**src/rtl/sram_axi_bridge_pkg.sv**
```systemverilog
// Shared encodings for the SRAM-bus to AXI4 bridge: FSM states, AXI constants and size helpers.
package sram_axi_bridge_pkg;

  typedef enum logic [2:0] {
    IDLE  = 3'd0,
    RD_A  = 3'd1,
    RD_D  = 3'd2,
    WR_AW = 3'd3,
    WR_B  = 3'd4,
    DONE  = 3'd5
  } bridgeState_t;

  localparam logic [1:0] AXI_BURST_INCR = 2'b01;
  localparam logic [1:0] AXI_RESP_OKAY  = 2'b00;

  localparam logic [1:0] SIZE_BYTE = 2'd0;
  localparam logic [1:0] SIZE_HALF = 2'd1;
  localparam logic [1:0] SIZE_WORD = 2'd2;

  // AXI AxSIZE is log2(bytes); the bus encoding already matches, so reserved codes pass through unchanged.
  function automatic logic [2:0] axiSize(input logic [1:0] size);
    case (size)
      SIZE_BYTE: axiSize = 3'b000;
      SIZE_HALF: axiSize = 3'b001;
      SIZE_WORD: axiSize = 3'b010;
      default:   axiSize = {1'b0, size};
    endcase
  endfunction

  function automatic logic respIsError(input logic [1:0] resp);
    return resp != AXI_RESP_OKAY;
  endfunction

endpackage

```
**src/rtl/sram_axi_bridge.sv**
```systemverilog
// Responder end of the cache SRAM-like request/ready bus; each request becomes one single-beat AXI4 transfer.
// Fixed AXI fields (id, len, burst, wlast, lock, cache, prot) are tied off by the enclosing wrapper.
module sram_axi_bridge
  import sram_axi_bridge_pkg::*;
#(
  parameter int A_WIDTH = 32
) (
  input  logic               clk,
  input  logic               rst,
  input  logic               s_strobe,
  input  logic               s_rw,
  input  logic [A_WIDTH-1:0] s_addr,
  input  logic [1:0]         s_size,
  input  logic [3:0]         s_wen,
  input  logic [31:0]        s_wdata,
  output logic [31:0]        s_rdata,
  output logic               s_ready,
  output logic [A_WIDTH-1:0] araddr,
  output logic [2:0]         arsize,
  output logic               arvalid,
  input  logic               arready,
  input  logic [31:0]        rdata,
  input  logic [1:0]         rresp,
  input  logic               rvalid,
  output logic               rready,
  output logic [A_WIDTH-1:0] awaddr,
  output logic [2:0]         awsize,
  output logic               awvalid,
  input  logic               awready,
  output logic [31:0]        wdata,
  output logic [3:0]         wstrb,
  output logic               wvalid,
  input  logic               wready,
  input  logic [1:0]         bresp,
  input  logic               bvalid,
  output logic               bready,
  output logic               bus_err
);

  bridgeState_t state_q, state_d;

  logic [A_WIDTH-1:0] addr_q, addr_d;
  logic [1:0]         size_q, size_d;
  logic [3:0]         wen_q, wen_d;
  logic [31:0]        wdata_q, wdata_d;
  logic [31:0]        rdata_q, rdata_d;
  logic               awDone_q, awDone_d;
  logic               wDone_q, wDone_d;
  logic               busErr_q, busErr_d;

  logic awFire;
  logic wFire;
  logic rFire;
  logic bFire;

  assign awFire = awvalid && awready;
  assign wFire  = wvalid && wready;
  assign rFire  = rvalid && rready;
  assign bFire  = bvalid && bready;

  always_ff @(posedge clk) begin
    if (rst) begin
      state_q  <= IDLE;
      addr_q   <= '0;
      size_q   <= '0;
      wen_q    <= '0;
      wdata_q  <= '0;
      rdata_q  <= '0;
      awDone_q <= 1'b0;
      wDone_q  <= 1'b0;
      busErr_q <= 1'b0;
    end else begin
      state_q  <= state_d;
      addr_q   <= addr_d;
      size_q   <= size_d;
      wen_q    <= wen_d;
      wdata_q  <= wdata_d;
      rdata_q  <= rdata_d;
      awDone_q <= awDone_d;
      wDone_q  <= wDone_d;
      busErr_q <= busErr_d;
    end
  end

  // AW and W complete independently; WR_B waits for whichever handshake lands last.
  always_comb begin
    state_d = state_q;
    case (state_q)
      IDLE: begin
        if (s_strobe) begin
          state_d = s_rw ? WR_AW : RD_A;
        end
      end
      RD_A: begin
        if (arready) begin
          state_d = RD_D;
        end
      end
      RD_D: begin
        if (rvalid) begin
          state_d = DONE;
        end
      end
      WR_AW: begin
        if ((awDone_q || awFire) && (wDone_q || wFire)) begin
          state_d = WR_B;
        end
      end
      WR_B: begin
        if (bvalid) begin
          state_d = DONE;
        end
      end
      DONE:    state_d = IDLE;
      default: state_d = IDLE;
    endcase
  end

  // The request is captured only in IDLE; master inputs are ignored for the rest of the transfer.
  always_comb begin
    addr_d   = addr_q;
    size_d   = size_q;
    wen_d    = wen_q;
    wdata_d  = wdata_q;
    rdata_d  = rdata_q;
    awDone_d = awDone_q;
    wDone_d  = wDone_q;
    busErr_d = busErr_q;
    if (state_q == IDLE && s_strobe) begin
      addr_d   = s_addr;
      size_d   = s_size;
      wen_d    = s_wen;
      wdata_d  = s_wdata;
      awDone_d = 1'b0;
      wDone_d  = 1'b0;
    end
    if (awFire) begin
      awDone_d = 1'b1;
    end
    if (wFire) begin
      wDone_d = 1'b1;
    end
    if (rFire) begin
      rdata_d = rdata;
      if (respIsError(rresp)) begin
        busErr_d = 1'b1;
      end
    end
    if (bFire && respIsError(bresp)) begin
      busErr_d = 1'b1;
    end
  end

  always_comb begin
    arvalid = 1'b0;
    rready  = 1'b0;
    awvalid = 1'b0;
    wvalid  = 1'b0;
    bready  = 1'b0;
    s_ready = 1'b0;
    case (state_q)
      RD_A:  arvalid = 1'b1;
      RD_D:  rready  = 1'b1;
      WR_AW: begin
        awvalid = !awDone_q;
        wvalid  = !wDone_q;
      end
      WR_B:  bready  = 1'b1;
      DONE:  s_ready = 1'b1;
      default: ;
    endcase
  end

  assign araddr  = addr_q;
  assign arsize  = axiSize(size_q);
  assign awaddr  = addr_q;
  assign awsize  = axiSize(size_q);
  assign wdata   = wdata_q;
  assign wstrb   = wen_q;
  assign s_rdata = rdata_q;
  assign bus_err = busErr_q;

endmodule

```
**config.mk**
```make
export PLATFORM = sky130hd
export DESIGN_NAME = sram_axi_bridge
export DESIGN_NICKNAME = d
export VERILOG_FILES = /design/src/rtl/sram_axi_bridge_pkg.sv /design/src/rtl/sram_axi_bridge.sv
export SDC_FILE = /design/constraint.sdc
export NUM_CORES = 1
export LEC_CHECK = 0
export CORE_MARGIN = 2
export CORE_UTILIZATION = 40
export CTS_CLUSTER_SIZE = 16
export DETAILED_ROUTE_END_ITERATION = 12
export PLACE_DENSITY = 0.86
export SLEW_MARGIN = 0
export SYNTH_ARGS = -nofsm -noshare
export SYNTH_HDL_FRONTEND = slang
export SYNTH_SLANG_ARGS = --single-unit
```
**constraint.sdc**
```tcl
create_clock -name clk -period 3.9 [get_ports clk]
set_input_delay 0.39 -clock clk [delete_from_list [all_inputs] [get_ports clk]]
set_output_delay 0.39 -clock clk [all_outputs]
set_load 0.005 [all_outputs]
```
==> metrics.md <==
| Metric | Value |
|---|---|
| Post-synthesis sequential area ratio | `52.1%` |
| Clk slew on worst S/H paths | `100 ps` |
| FF-to-FF path depth | `4` |
| Crit path DAT | `1920 ps` |
| Startpoint Class | `register` |
| Post-layout util | `roughly 66%` |
| GRT Total Usage | `20.9%` |
| CP Class | `register to output pin` |
| Clock skew | `about 11 ps` |
| Main synth FF type | `dfxtp_1` |
| Crit path launch | `state_q[0]` |
| Number of H-tree levels | `3` |
| CTS root buf | `clkbuf_8` |
| Post-synthesis register bit count | `108` |
| GPL Wtd Cong | `0.798` |
| Latest clock arrival within the worst-skew pair | `roughly 350 ps` |
| FP Rows | `37` |
| Final ANT Viol Nets | `0` |
| Slew margin rel. | `28.0%` |
| Async set-or-reset flop fraction in the synthesized netlist | `0%` |
| Initial drt markers | `193` |
| Die Wd | `between 100 and 150 µm` |
| Starting Density | `40.7%` |
| DR WL/cell | `13.8 µm` |
| Share of layout cells above drive strength 1 | `3.13%` |
| Post-synthesis compound-gate area fraction | `14.3%` |
| HPWL Detailed | `8.94 mm` |
| Leak | `approximately 0.0024 µW` |
| Post-synth EDFFs | `0` |
| Hold buffer count at CTS | `0` |
| Vias/cell | `around 4.8` |
| Core area | `about 10000 µm²` |
| FF-to-FF setup slack | `1710 ps` |
| Critical Path End Type | `output pin` |
| Initial antenna violation count | `0` |
| Final period util | `59.3%` |
| Synthesized cell area | `approximately 4100 µm²` |
| Nets | `844` |
| Critical path fanouts, max | `13` |
| Most numerous cell in the Yosys netlist | `nand2_1` |
| Die area | `11200 µm²` |
| Peak supply drop | `0.273 mV` |
| Mux cell area share after synthesis | `less than 1%` |
| DRC Markers | `0` |
| I/O Buffers | `around 260` |
| Top cells by area, synth | `dfxtp_1, nand2_1, a21oi_1` |
| Final hold vios | `0` |
| Synth top area share | `52.1%` |
| Yosys warning count | `0` |
| Power density over the cells | `just under 500 nW/µm²` |
| # setup viols final | `0` |
| Grt total ovfl | `0` |
| Adder-Cell Fraction of Synth Area | `0%` |
| TritonCTS Buffers | `9` |
| Pin count of the biggest net entering global routing | `roughly 110` |
| Vias post-DR | `4163` |
| Post CTS Setup Buffer Count | `0` |
| Synth Area in XOR/XNOR | `0%` |
| RSZ-0062 raised after global routing | `false` |
| # IOs | `260` |
| Tmin final | `2310 ps` |
| Reg2Reg Launch Point | `state_q[0]` |
| P&R area growth vs syn | `60.9%` |
| TNS Setup | `0 ps` |
| Outcome | `complete, no violations` |
| Top cells by count, synth | `nand2_1, dfxtp_1, a21oi_1` |
| Max Cap Viol | `0` |
| Highest clock rate | `433 MHz` |
| Max-slew violation count | `0` |
| Hold crit path type | `register to register` |
| Worst slew pin tran | `roughly 1100 ps` |
| Avg Cell Area, Syn | `7.83 µm²` |
| CTS Sinks | `108` |
| Area leader, netlist | `dfxtp_1` |
| Vias in the first global route | `4001` |
| Largest family of logic cells by synthesized area | `simple AND/OR/NAND/NOR gates` |
| CP required | `roughly 3500 ps` |
| # diodes | `0` |
| Drt pass-1 iters | `4` |
| Die H | `106 µm` |
| Clk buf depth | `2` |
| Post-CTS sizing | `0` |
| CTS tree | `done` |
| Crit path capture | `awvalid` |
| Worst r2r dst | `araddr[0]` |
| Mapped Cells | `530` |
| Post-Route WL | `12.0 mm` |
| Unique masters post-synth | `29` |
| First-pass GRT wire length | `approximately 19 mm` |
| Simple-Gate Fraction of Synth Area | `22.0%` |
==> placed cells by master, fill, tap and decap left out, drive strengths merged, types with 2 or more instances in the layout <==
cell / netlist / final
clkinvlp: 0 / 2
inv: 3 / 4
clkbuf: 17 / 12
buf: 57 / 5
dfxtp: 108 / 108
a21oi: 105 / 105
nor3b: 3 / 3
clkdlybuf4s50: 0 / 256
o21ai: 5 / 5
nor2: 8 / 8
conb: 1 / 2
and3: 2 / 2
mux2i: 2 / 2
nand2: 206 / 206
==> how the worst min path moves through the flow <==
stage | from | endpoint | slack (ps) | cells after the start
global placement | s_rdata[10] | s_rdata[10] | 440 | 2
detailed placement | wdata[31] | wdata[31] | 450 | 2
floorplan | size_q[0] | size_q[0] | 440 | 2
finish | s_rdata[21] | s_rdata[21] | 460 | 2
global route | s_rdata[22] | s_rdata[22] | 470 | 2
CTS | s_rdata[22] | s_rdata[22] | 460 | 2
==> power breakdown <==
part	total, µW	switching (µW)	internal (µW)
Combinational	1210	538	674
Clock	634	363	272
Sequential	1430	141	1290
==> worst max-delay path: stages (launching register included) <==
cell             delay [ps]
dfxtp_1                 630
nand3b_1                240
nor2_1                  170
clkdlybuf4s50_1         540
==> through the flow <==
stage,hold WS [ps],instances,worst slack [ps],power (µW),cell area (µm²)
after floorplan,435,531,2400,2050,4150
after global placement,441,854,1420,2630,6480
after detailed placement,447,854,1330,2680,6480
after CTS,462,870,1560,3310,6670
after global routing,471,870,1440,3490,6670
final,458,870,1590,3270,6670
==> cell type report <==
type                       instances  area, µm²
tap                              136        170
clock inverter                     4       32.5
fill                             852       3510
multi-input combinational        346       1540
clock buffer                      12        155
timing repair buffer             261       2600
inverter                           3       11.3
sequential                       108       2160
==> per-layer routing <==
layer / share of wire, % / up-vias / GRT usage (%)
li1: - / 2056 / -
met1: 37 / 1908 / 22.9
met2: 52 / 171 / 38.3
met3: 7.8 / 28 / 5.69
met4: 3.0 / 0 / 7.99
met5: 0 / - / 0
==> cells by family (layout without fill, tap and decap cells) <==
logic type             Yosys count  count (layout)
muxes                            2               2
other                            1               2
and+or+nand+nor                227             227
buffers and inverters           77             280
AOI/OAI and AO/OA              115             115
DFF                            108             108
==> state kept, by name, indices dropped and copies added (netlist names) <==
signal and flops:
awDone_q 1, s_rdata 32, state_q 3, wDone_q 1
bus_err 1, wdata 32, size_q 2, araddr 32
wstrb 4
Power figures use the tool's default switching activity.
